<file path="src/rtl/mantissa_sqrt_seq.sv">
// Sequential restoring square root of a normalized 24-bit mantissa.
// Latency: ready pulses 24 edges after the start edge (12 with SQRT_TWO_BITS_PER_CYCLE_EN).
// Backpressure: none; start is ignored while busy, and is accepted in IDLE or DONE.
//
// Ports:
//   clk     - clock, rising edge
//   clrn    - asynchronous active-low reset
//   start   - request strobe, sampled on the rising edge
//   d       - 24-bit mantissa; the radicand is {d, 24'b0}
//   sa      - even shift amount, carried through to sa_out
//   busy    - high while root bits are being retired
//   ready   - one-cycle pulse when q / rem_nz / sa_out are valid
//   q       - floor(sqrt({d, 24'b0}))
//   rem_nz  - final partial remainder is non-zero (inexact root)
//   sa_out  - sa captured with the accepted request
//
// Build option: define SQRT_TWO_BITS_PER_CYCLE_EN to retire two root bits
// per edge through two cascaded restoring steps. Results are identical.

module mantissa_sqrt_seq (
  input  logic        clk,
  input  logic        clrn,
  input  logic        start,
  input  logic [23:0] d,
  input  logic [4:0]  sa,
  output logic        busy,
  output logic        ready,
  output logic [23:0] q,
  output logic        rem_nz,
  output logic [4:0]  sa_out
);

  typedef enum logic [1:0] {
    IDLE = 2'd0,
    CALC = 2'd1,
    DONE = 2'd2
  } state_t;

  state_t      state;
  logic [23:0] rad;   // radicand bits still to be consumed, MSB pair first
  logic [25:0] rem;   // partial remainder
  logic [4:0]  cnt;   // remaining iterations minus one

  // One restoring step. Returns {new_rem[25:0], new_q[23:0]}.
  // The trial value {q,01} is compared against {rem,pair} at full width so
  // the sign is exact; the kept difference always fits in 26 bits because
  // the remainder never exceeds 2*q.
  function automatic logic [49:0] sqrt_step(input logic [25:0] r,
                                            input logic [23:0] qq,
                                            input logic [1:0]  pair);
    logic        ge;
    logic [25:0] diff;
    ge   = ({r, pair} >= {2'b00, qq, 2'b01});
    diff = {r[23:0], pair} - {qq, 2'b01};
    if (ge)
      sqrt_step = {diff, qq[22:0], 1'b1};
    else
      sqrt_step = {r[23:0], pair, qq[22:0], 1'b0};
  endfunction

  logic [49:0] step1;
  logic [25:0] nxt_rem;
  logic [23:0] nxt_q;
  logic [23:0] nxt_rad;

  assign step1 = sqrt_step(rem, q, rad[23:22]);

`ifdef SQRT_TWO_BITS_PER_CYCLE_EN
  localparam logic [4:0] CNT_INIT = 5'd11;
  logic [49:0] step2;
  assign step2   = sqrt_step(step1[49:24], step1[23:0], rad[21:20]);
  assign nxt_rem = step2[49:24];
  assign nxt_q   = step2[23:0];
  assign nxt_rad = {rad[19:0], 4'b0000};
`else
  localparam logic [4:0] CNT_INIT = 5'd23;
  assign nxt_rem = step1[49:24];
  assign nxt_q   = step1[23:0];
  assign nxt_rad = {rad[21:0], 2'b00};
`endif

  always_ff @(posedge clk or negedge clrn) begin
    if (!clrn) begin
      state  <= IDLE;
      rad    <= 24'h000000;
      rem    <= 26'h0000000;
      cnt    <= 5'd0;
      q      <= 24'h000000;
      sa_out <= 5'h00;
      rem_nz <= 1'b0;
      busy   <= 1'b0;
      ready  <= 1'b0;
    end else begin
      case (state)
        // DONE behaves like IDLE for acceptance, so back-to-back requests
        // see no idle bubble.
        IDLE, DONE: begin
          ready <= 1'b0;
          busy  <= 1'b0;
          if (start) begin
            rad    <= d;
            rem    <= 26'h0000000;
            q      <= 24'h000000;
            rem_nz <= 1'b0;
            sa_out <= sa;
            cnt    <= CNT_INIT;
            busy   <= 1'b1;
            state  <= CALC;
          end else begin
            state <= IDLE;
          end
        end
        CALC: begin
          rem <= nxt_rem;
          q   <= nxt_q;
          rad <= nxt_rad;
          cnt <= cnt - 5'd1;
          if (cnt == 5'd0) begin
            busy   <= 1'b0;
            ready  <= 1'b1;
            rem_nz <= |nxt_rem;
            state  <= DONE;
          end
        end
        default: begin
          busy  <= 1'b0;
          ready <= 1'b0;
          state <= IDLE;
        end
      endcase
    end
  end

endmodule

</file>
<file path="config.mk">
export PLATFORM = sky130hd
export DESIGN_NAME = mantissa_sqrt_seq
export DESIGN_NICKNAME = d
export VERILOG_FILES = /design/src/rtl/mantissa_sqrt_seq.sv
export SDC_FILE = /design/constraint.sdc
export NUM_CORES = 1
export LEC_CHECK = 0
export CAP_MARGIN = 20
export CORE_UTILIZATION = 45
export CTS_CLUSTER_DIAMETER = 40
export DETAILED_ROUTE_END_ITERATION = 8
export MAX_ROUTING_LAYER = met4
export PLACE_DENSITY = 0.68
export SLEW_MARGIN = 30
export SYNTH_ARGS = -nofsm -noshare
export SYNTH_HDL_FRONTEND = slang
export SYNTH_SLANG_ARGS = --single-unit
</file>
<file path="constraint.sdc">
create_clock -name clk -period 2.9 [get_ports clk]
set_clock_uncertainty 0.05 [all_clocks]
set_input_delay 0.725 -clock clk [delete_from_list [all_inputs] [get_ports clk]]
set_output_delay 0.725 -clock clk [all_outputs]
set_load 0.05 [all_outputs]
</file>
==> results.ini, run 1 <==
[setup_path]
critPathKind=reg2reg
reg2reg_depth=12
worstPathRequired_ns=3.09
crit_fanout=5
rrSetupSlack_ns=-0.006
critPathTopFamily=compound AO/OA/AOI/OAI gates
crit_path_max_incr_delay_ns=0.45
critPathLaunchType=flip-flop
critPathBufInv=2
timing.rr.start=q[9]$_DFFE_PN0P_
path_cells=inv_2 -> ha_4 -> buf_4 -> a21oi_4 -> o2111ai_4 -> a2111oi_4 -> or2_1 -> a311oi_2 -> xor2_1 -> or4_4 -> o31ai_4 -> a31oi_1
arrival_ns=3.09
cp_slowest_cell=or4_4
r2r-end=rem_nz$_DFFE_PN0P_
crit_path_end_kind=flip-flop

[global_route]
overflow=0
grt_max_degree=88
grt_pass1_wl_mm=24.7
grt_use_total_pct=27.7
grt_pass1_vias=4992
antenna_found_initial=0

[cells_and_area]
drive_gt1_share_pct=27.8
multi_input_area_um2=3180
fin_cells=899
n_fill_cell=919
fin_util_pct=68.0
area_growth_pct=44.4
area.sequential_um2=2200
finalNetCount=814
num_antenna_cells=0

[synthesis]
async_reset_ff_share_pct=100
ys_warn_count=0
syn_nets=662
synth_seq_cells=87
synth_area_leader_cell=dfrtp_1
synth_area_um2=5190
synth_cell_types=52
synthTopCellsByArea=dfrtp_1 42%, nand2_1 9.1%, ha_1 6.7%
synth_edf_count=0
synth_top_area_share_pct=41.9
ys_seq_area_share_pct=41.9
synthFlopType=dfrtp_1
syn_area_per_cell_um2=8.63
syn_inst=602

[cts]
clk_latency_ns=0.36
h-tree-depth=3
clock_sinks=87
cts_hold_buf=0
cts_tree=yes
cts_made_buffers=9
cts.clk_slew.worst_paths_ns=0.07
clockBufferDepth=2
cts_root_buffer=clkbuf_16

[sta]
setup_ws_ns=-0.00644
slew_viol_final=0
rsz0062_at_grt=true
worstMarginPinSlew_ns=0.623
max_slew_margin_pct=58.4
layout_min_cycle_time_ns=2.91
fmax_mhz=344
period_share_pct=100
hold_viol_final=0
finalSetupViolCount=1

[placed_design]
dp_hpwl_mm=10.8
place_inst=873
gp_congestion=0.890
portBuffers=63

[detailed_routing]
drc_errors=0
vias=4987
drtAntennaViolNets=0
drt-total-wl_mm=15.2
drt_first_pass_iters=5
first_iter_violations=244
wire_per_inst_um=16.9
avgViaCountPerCell=5.55

[floorplan]
die_h_um=109
die_w_um=109
core_um2=11000
num_io_pins=64
die-area_um2=12000
initial_core_util_pct=47.1
rows=38

[run_status]
violations=setup timing
status=complete, but fails checks

[worst_hold_path]
hp-class=in2async

[flow_run]
maxCapViolCount=0

## how the worst max path moves through the flow
| stage | startpoint | to | depth (start not counted) |
|---|---|---|---|
| 6_report | q[9]$_DFFE_PN0P_ | rem_nz$_DFFE_PN0P_ | 12 |
| 5_1_grt | q[1]$_DFFE_PN0P_ | rem_nz$_DFFE_PN0P_ | 12 |
| 4_1_cts | rem[0]$_DFFE_PN0P_ | rem_nz$_DFFE_PN0P_ | 11 |
| 3_5_place_dp | q[4]$_DFFE_PN0P_ | rem[2]$_DFFE_PN0P_ | 13 |
| 3_3_place_gp | q[4]$_DFFE_PN0P_ | rem[2]$_DFFE_PN0P_ | 13 |
| 2_1_floorplan | q[4]$_DFFE_PN0P_ | rem_nz$_DFFE_PN0P_ | 11 |
## through the flow
| stage | worst slack (ns) | area (µm²) | hold slack, ns | TNS (ns) |
|---|---|---|---|---|
| final | -0.00644 | 7500 | 0.337 | -0.00644 |
| after global placement | -0.0828 | 6870 | 0.406 | -0.338 |
| after global routing | -0.140 | 7500 | 0.393 | -0.147 |
| after floorplan | 0.00260 | 5390 | 0.379 | 0 |
| after detailed placement | -0.0982 | 6870 | 0.414 | -0.405 |
| after CTS | -0.00337 | 7330 | 0.372 | -0.00337 |
## what timing repair did
item	in CTS	in global routing
pin swaps	12	9
setup buffers	8	2
resized for setup	21	34
endpoints found under the setup margin	11	17
## metal layers
| metal | wire length (µm) | up-vias | track usage [%] |
|---|---|---|---|
| li1 | - | 2428 | - |
| met1 | 7050 | 2405 | 35.4 |
| met2 | 7100 | 119 | 42.8 |
| met3 | 492 | 35 | 4.21 |
| met4 | 512 | 0 | 13.9 |
| met5 | 0 | - | - |
## cells in the mapped netlist, drive strengths merged, types with 7 or more instances
cell	count
clkbuf	24
nor3	10
a211oi	7
o21a	7
buf	7
dfrtp	87
inv	32
nand2	126
nor4	7
o21ai	70
xnor2	7
a21oi	34
ha	28
nand4	12
xor2	19
a22oi	20
mux2i	14
nor2	25
## cell type report
| type | count | area share (%) |
|---|---|---|
| Clock buffer | 10 | 3.19 |
| Clock inverter | 6 | 1.02 |
| Inverter | 32 | 1.60 |
| Multi-Input combinational cell | 452 | 42.3 |
| Sequential cell | 87 | 29.4 |
| Tap cell | 140 | 2.34 |
| Timing Repair Buffer | 172 | 20.2 |
## cells in the final DEF, fill, tap and decap left out, types with 3 or more instances in the layout
cell type	count
clkinv_4	3
nor2_1	23
clkdlybuf4s50_1	62
nand3_1	5
nor4_1	5
nor3_1	10
o21a_1	7
clkbuf_16	9
a211oi_2	3
a22o_1	5
buf_12	4
nand4_1	12
a311oi_2	4
ha_1	12
dfrtp_2	20
nand2_1	126
a211oi_1	3
a21oi_2	7
nand2b_1	6
mux2i_1	14
a21oi_1	23
a31oi_1	5
buf_4	102
ha_4	16
dfrtp_1	67
buf_6	4
a21oi_4	4
nor2b_1	4
xnor2_1	7
o21ai_2	4
o21ai_1	9
inv_2	9
o21ai_0	57
a22oi_1	20
inv_1	23
xor2_1	19
o211ai_1	4
## cells by family after synthesis
kind of cell               share of synthesized area, %
and+or+nand+nor                                    18.1
AOI/OAI and AO/OA                                  21.3
DFF                                                41.9
buffers and inverters                              4.89
adders and majority gates                          6.74
xor gates and xnor gates                           4.38
muxes                                              2.70
## flip-flops by register name (all words and copies together), names as in the netlist
name and flops:
rem 26, cnt 5, q 24, sa_out 5
rad 24, state 1, rem_nz 1, ready 1
Power of run 1 is not shown: default switching activity piles up to over one toggle a cycle in this logic, so the estimate is an artifact.
==> run 2: changes to the inputs <==
Settings changed: CORE_MARGIN set to 2, PLACE_DENSITY 0.68 to 0.66.
Clock period 2.9 ns to 3.58 ns, I/O delays scaled along.
==> results.ini, run 2 (synthesis results as in run 1) <==
[detailed_routing]
avgViaCountPerCell=5.54  ; -0.18%
wire_per_inst_um=16.8  ; -0.11%
first_iter_violations=255  ; +4.5%
drtAntennaViolNets=0  ; unchanged
drc_errors=0  ; unchanged
drt-total-wl_mm=13.6  ; -10%
drt_first_pass_iters=4  ; -1
vias=4485  ; -10%

[cells_and_area]
n_fill_cell=1070  ; +16%
largest-register=rem
largest_reg_flops=26  ; unchanged
num_antenna_cells=0  ; unchanged
final_common_cell=nand2_1
layout_common_cells=126 x nand2_1, 87 x dfrtp_1, 67 x o21ai_0
finalNetCount=723  ; -11%
area_growth_pct=21.1
fin_util_pct=55.6  ; -12 points
drive_gt1_share_pct=7.05  ; -21 points
post-route-cell-area_um2=6290  ; -16%
fin_cells=810  ; -9.9%
top_regs=rem x26, q x24, rad x24

[setup_path]
worstPathRequired_ns=3.76  ; +0.67 ns
critPathBufInv=1  ; -1
critPathLaunchType=flip-flop
path_cells=ha_1 -> and3_1 -> and2_1 -> a21oi_2 -> o21bai_1 -> a211oi_4 -> buf_4 -> mux2i_1 -> o21ai_0
arrival_ns=3.46  ; +0.37 ns
crit_path_max_incr_delay_ns=0.62  ; +0.17 ns
crit_path_end_kind=flip-flop
critPathKind=reg2reg
critPathTopFamily=compound AO/OA/AOI/OAI gates
cp_slowest_cell=a211oi_4
crit_fanout=14  ; +9

[sta]
finalSetupViolCount=0  ; -1
max_slew_margin_pct=52.8  ; -5.5 points
worstMarginPinSlew_ns=0.707  ; +0.0847 ns
slew_viol_final=0  ; unchanged
hold_viol_final=0  ; unchanged
rsz0062_at_grt=false
period_share_pct=91.6  ; -8.6 points
fmax_mhz=305  ; -11%
setup_tns_ns=0  ; +0.00644 ns
layout_min_cycle_time_ns=3.28  ; +0.373 ns

[cts]
clk_latency_ns=0.35  ; about the same
cts_tree=yes
post_cts_resize_count=0  ; -100%
clockBufferDepth=2  ; unchanged
cts.clk_slew.worst_paths_ns=0.06  ; about the same
cts_made_buffers=9  ; unchanged
cts_root_buffer=clkbuf_16
h-tree-depth=3  ; unchanged
clock_sinks=87  ; unchanged

[floorplan]
rows=39  ; +2.6%
core_um2=11300  ; +2.6%
initial_core_util_pct=45.9  ; -1.2 points
die_h_um=111  ; +1.8%
num_io_pins=64  ; unchanged
die-area_um2=12400  ; +3.7%
die_w_um=111  ; +1.8%

[placed_design]
gp_congestion=0.962  ; +8.1%
placed_cell_area_um2=5990  ; -13%
place_inst=791  ; -9.4%
dp_hpwl_mm=10.1  ; -6.5%
portBuffers=63  ; unchanged

[global_route]
overflow=0  ; unchanged
grt_pass1_wl_mm=23.3  ; -5.6%
grt_use_total_pct=23.8  ; -3.9 points
antenna_found_initial=0  ; unchanged
grt_max_degree=53  ; -40%
grt_pass1_vias=4639  ; -7.1%

[run_status]
status=complete, no violations

[worst_hold_path]
hp-class=reg2reg

[flow_run]
maxCapViolCount=0  ; unchanged

==> run 2: changes by cell type in the layout (fill, tap and decap cells not counted), moves of 6 or more <==
cell	previous run	this run
a21oi_1	23	30
buf_4	102	19
dfrtp_1	67	87
dfrtp_2	20	0
ha_1	12	28
ha_4	16	0
inv_1	23	32
inv_2	9	0
o21ai_0	57	67
o21ai_1	9	3
==> run 2: final timing paths <==
| check | startpoint | end | slack, ns | cells past startpoint |
|---|---|---|---|---|
| min | rad[8]$_DFFE_PN0P_ | rad[8]$_DFFE_PN0P_ | 0.43 | 2 |
| min reg2reg | rad[8]$_DFFE_PN0P_ | rad[8]$_DFFE_PN0P_ | 0.43 | 2 |
| max reg2reg | rem[4]$_DFFE_PN0P_ | rem[18]$_DFFE_PN0P_ | 0.30 | 9 |
| min in group asynchronous | clrn | q[6]$_DFFE_PN0P_ | 0.54 | 1 |
| max | rem[4]$_DFFE_PN0P_ | rem[18]$_DFFE_PN0P_ | 0.30 | 9 |
| max in group asynchronous | clrn | rem[5]$_DFFE_PN0P_ | 2.20 | 2 |
==> run 2: what timing repair did <==
action / CTS / global route
hold buffers: 0 / 0
endpoints found under the setup margin: 0 / 3
setup buffers: 0 / 4
==> run 2: metrics by stage <==
| stage | hold WS [ns] | worst slack, ns |
|---|---|---|
| after floorplan | 0.396 | 0.330 |
| after global placement | 0.409 | 0.180 |
| after detailed placement | 0.417 | 0.188 |
| after CTS | 0.432 | 0.185 |
| after global routing | 0.460 | 0.0348 |
| final | 0.429 | 0.301 |
==> run 2: routing by layer <==
layer / vias up / GRT usage, % / part of all wire (%)
met3: 21 / 4.08 / 2.9
met5: - / - / 0
met2: 69 / 39.5 / 50
met4: 0 / 7.57 / 2.0
li1: 2248 / - / -
met1: 2147 / 29.9 / 45
==> run 2: layout make-up <==
cell class	count	area, µm²	share of cell area (%)
clock buffers	10	229	3.64
multi-input cells	452	2790	44.3
flip-flops and latches	87	2180	34.6
clock inverters	5	36.3	0.577
repair buffers	81	763	12.1
inverters	32	120	1.91
well taps	143	179	2.84
==> run 2: worst register-to-register path: stages (launching register included) <==
cell,delay [ns]
dfrtp_1,0.42
ha_1,0.41
and3_1,0.27
and2_1,0.20
a21oi_2,0.26
o21bai_1,0.21
a211oi_4,0.62
buf_4,0.32
mux2i_1,0.29
o21ai_0,0.10
Power of run 2 is left out for the same reason.
==> run 3: changes to the inputs <==
Settings changed: CAP_MARGIN 20 to unset, CTS_CLUSTER_DIAMETER 40 to 100.
==> results of run 3 <==
Final layout, timing and power as in run 2 (identical DEF).
Power of run 3 is left out for the same reason.
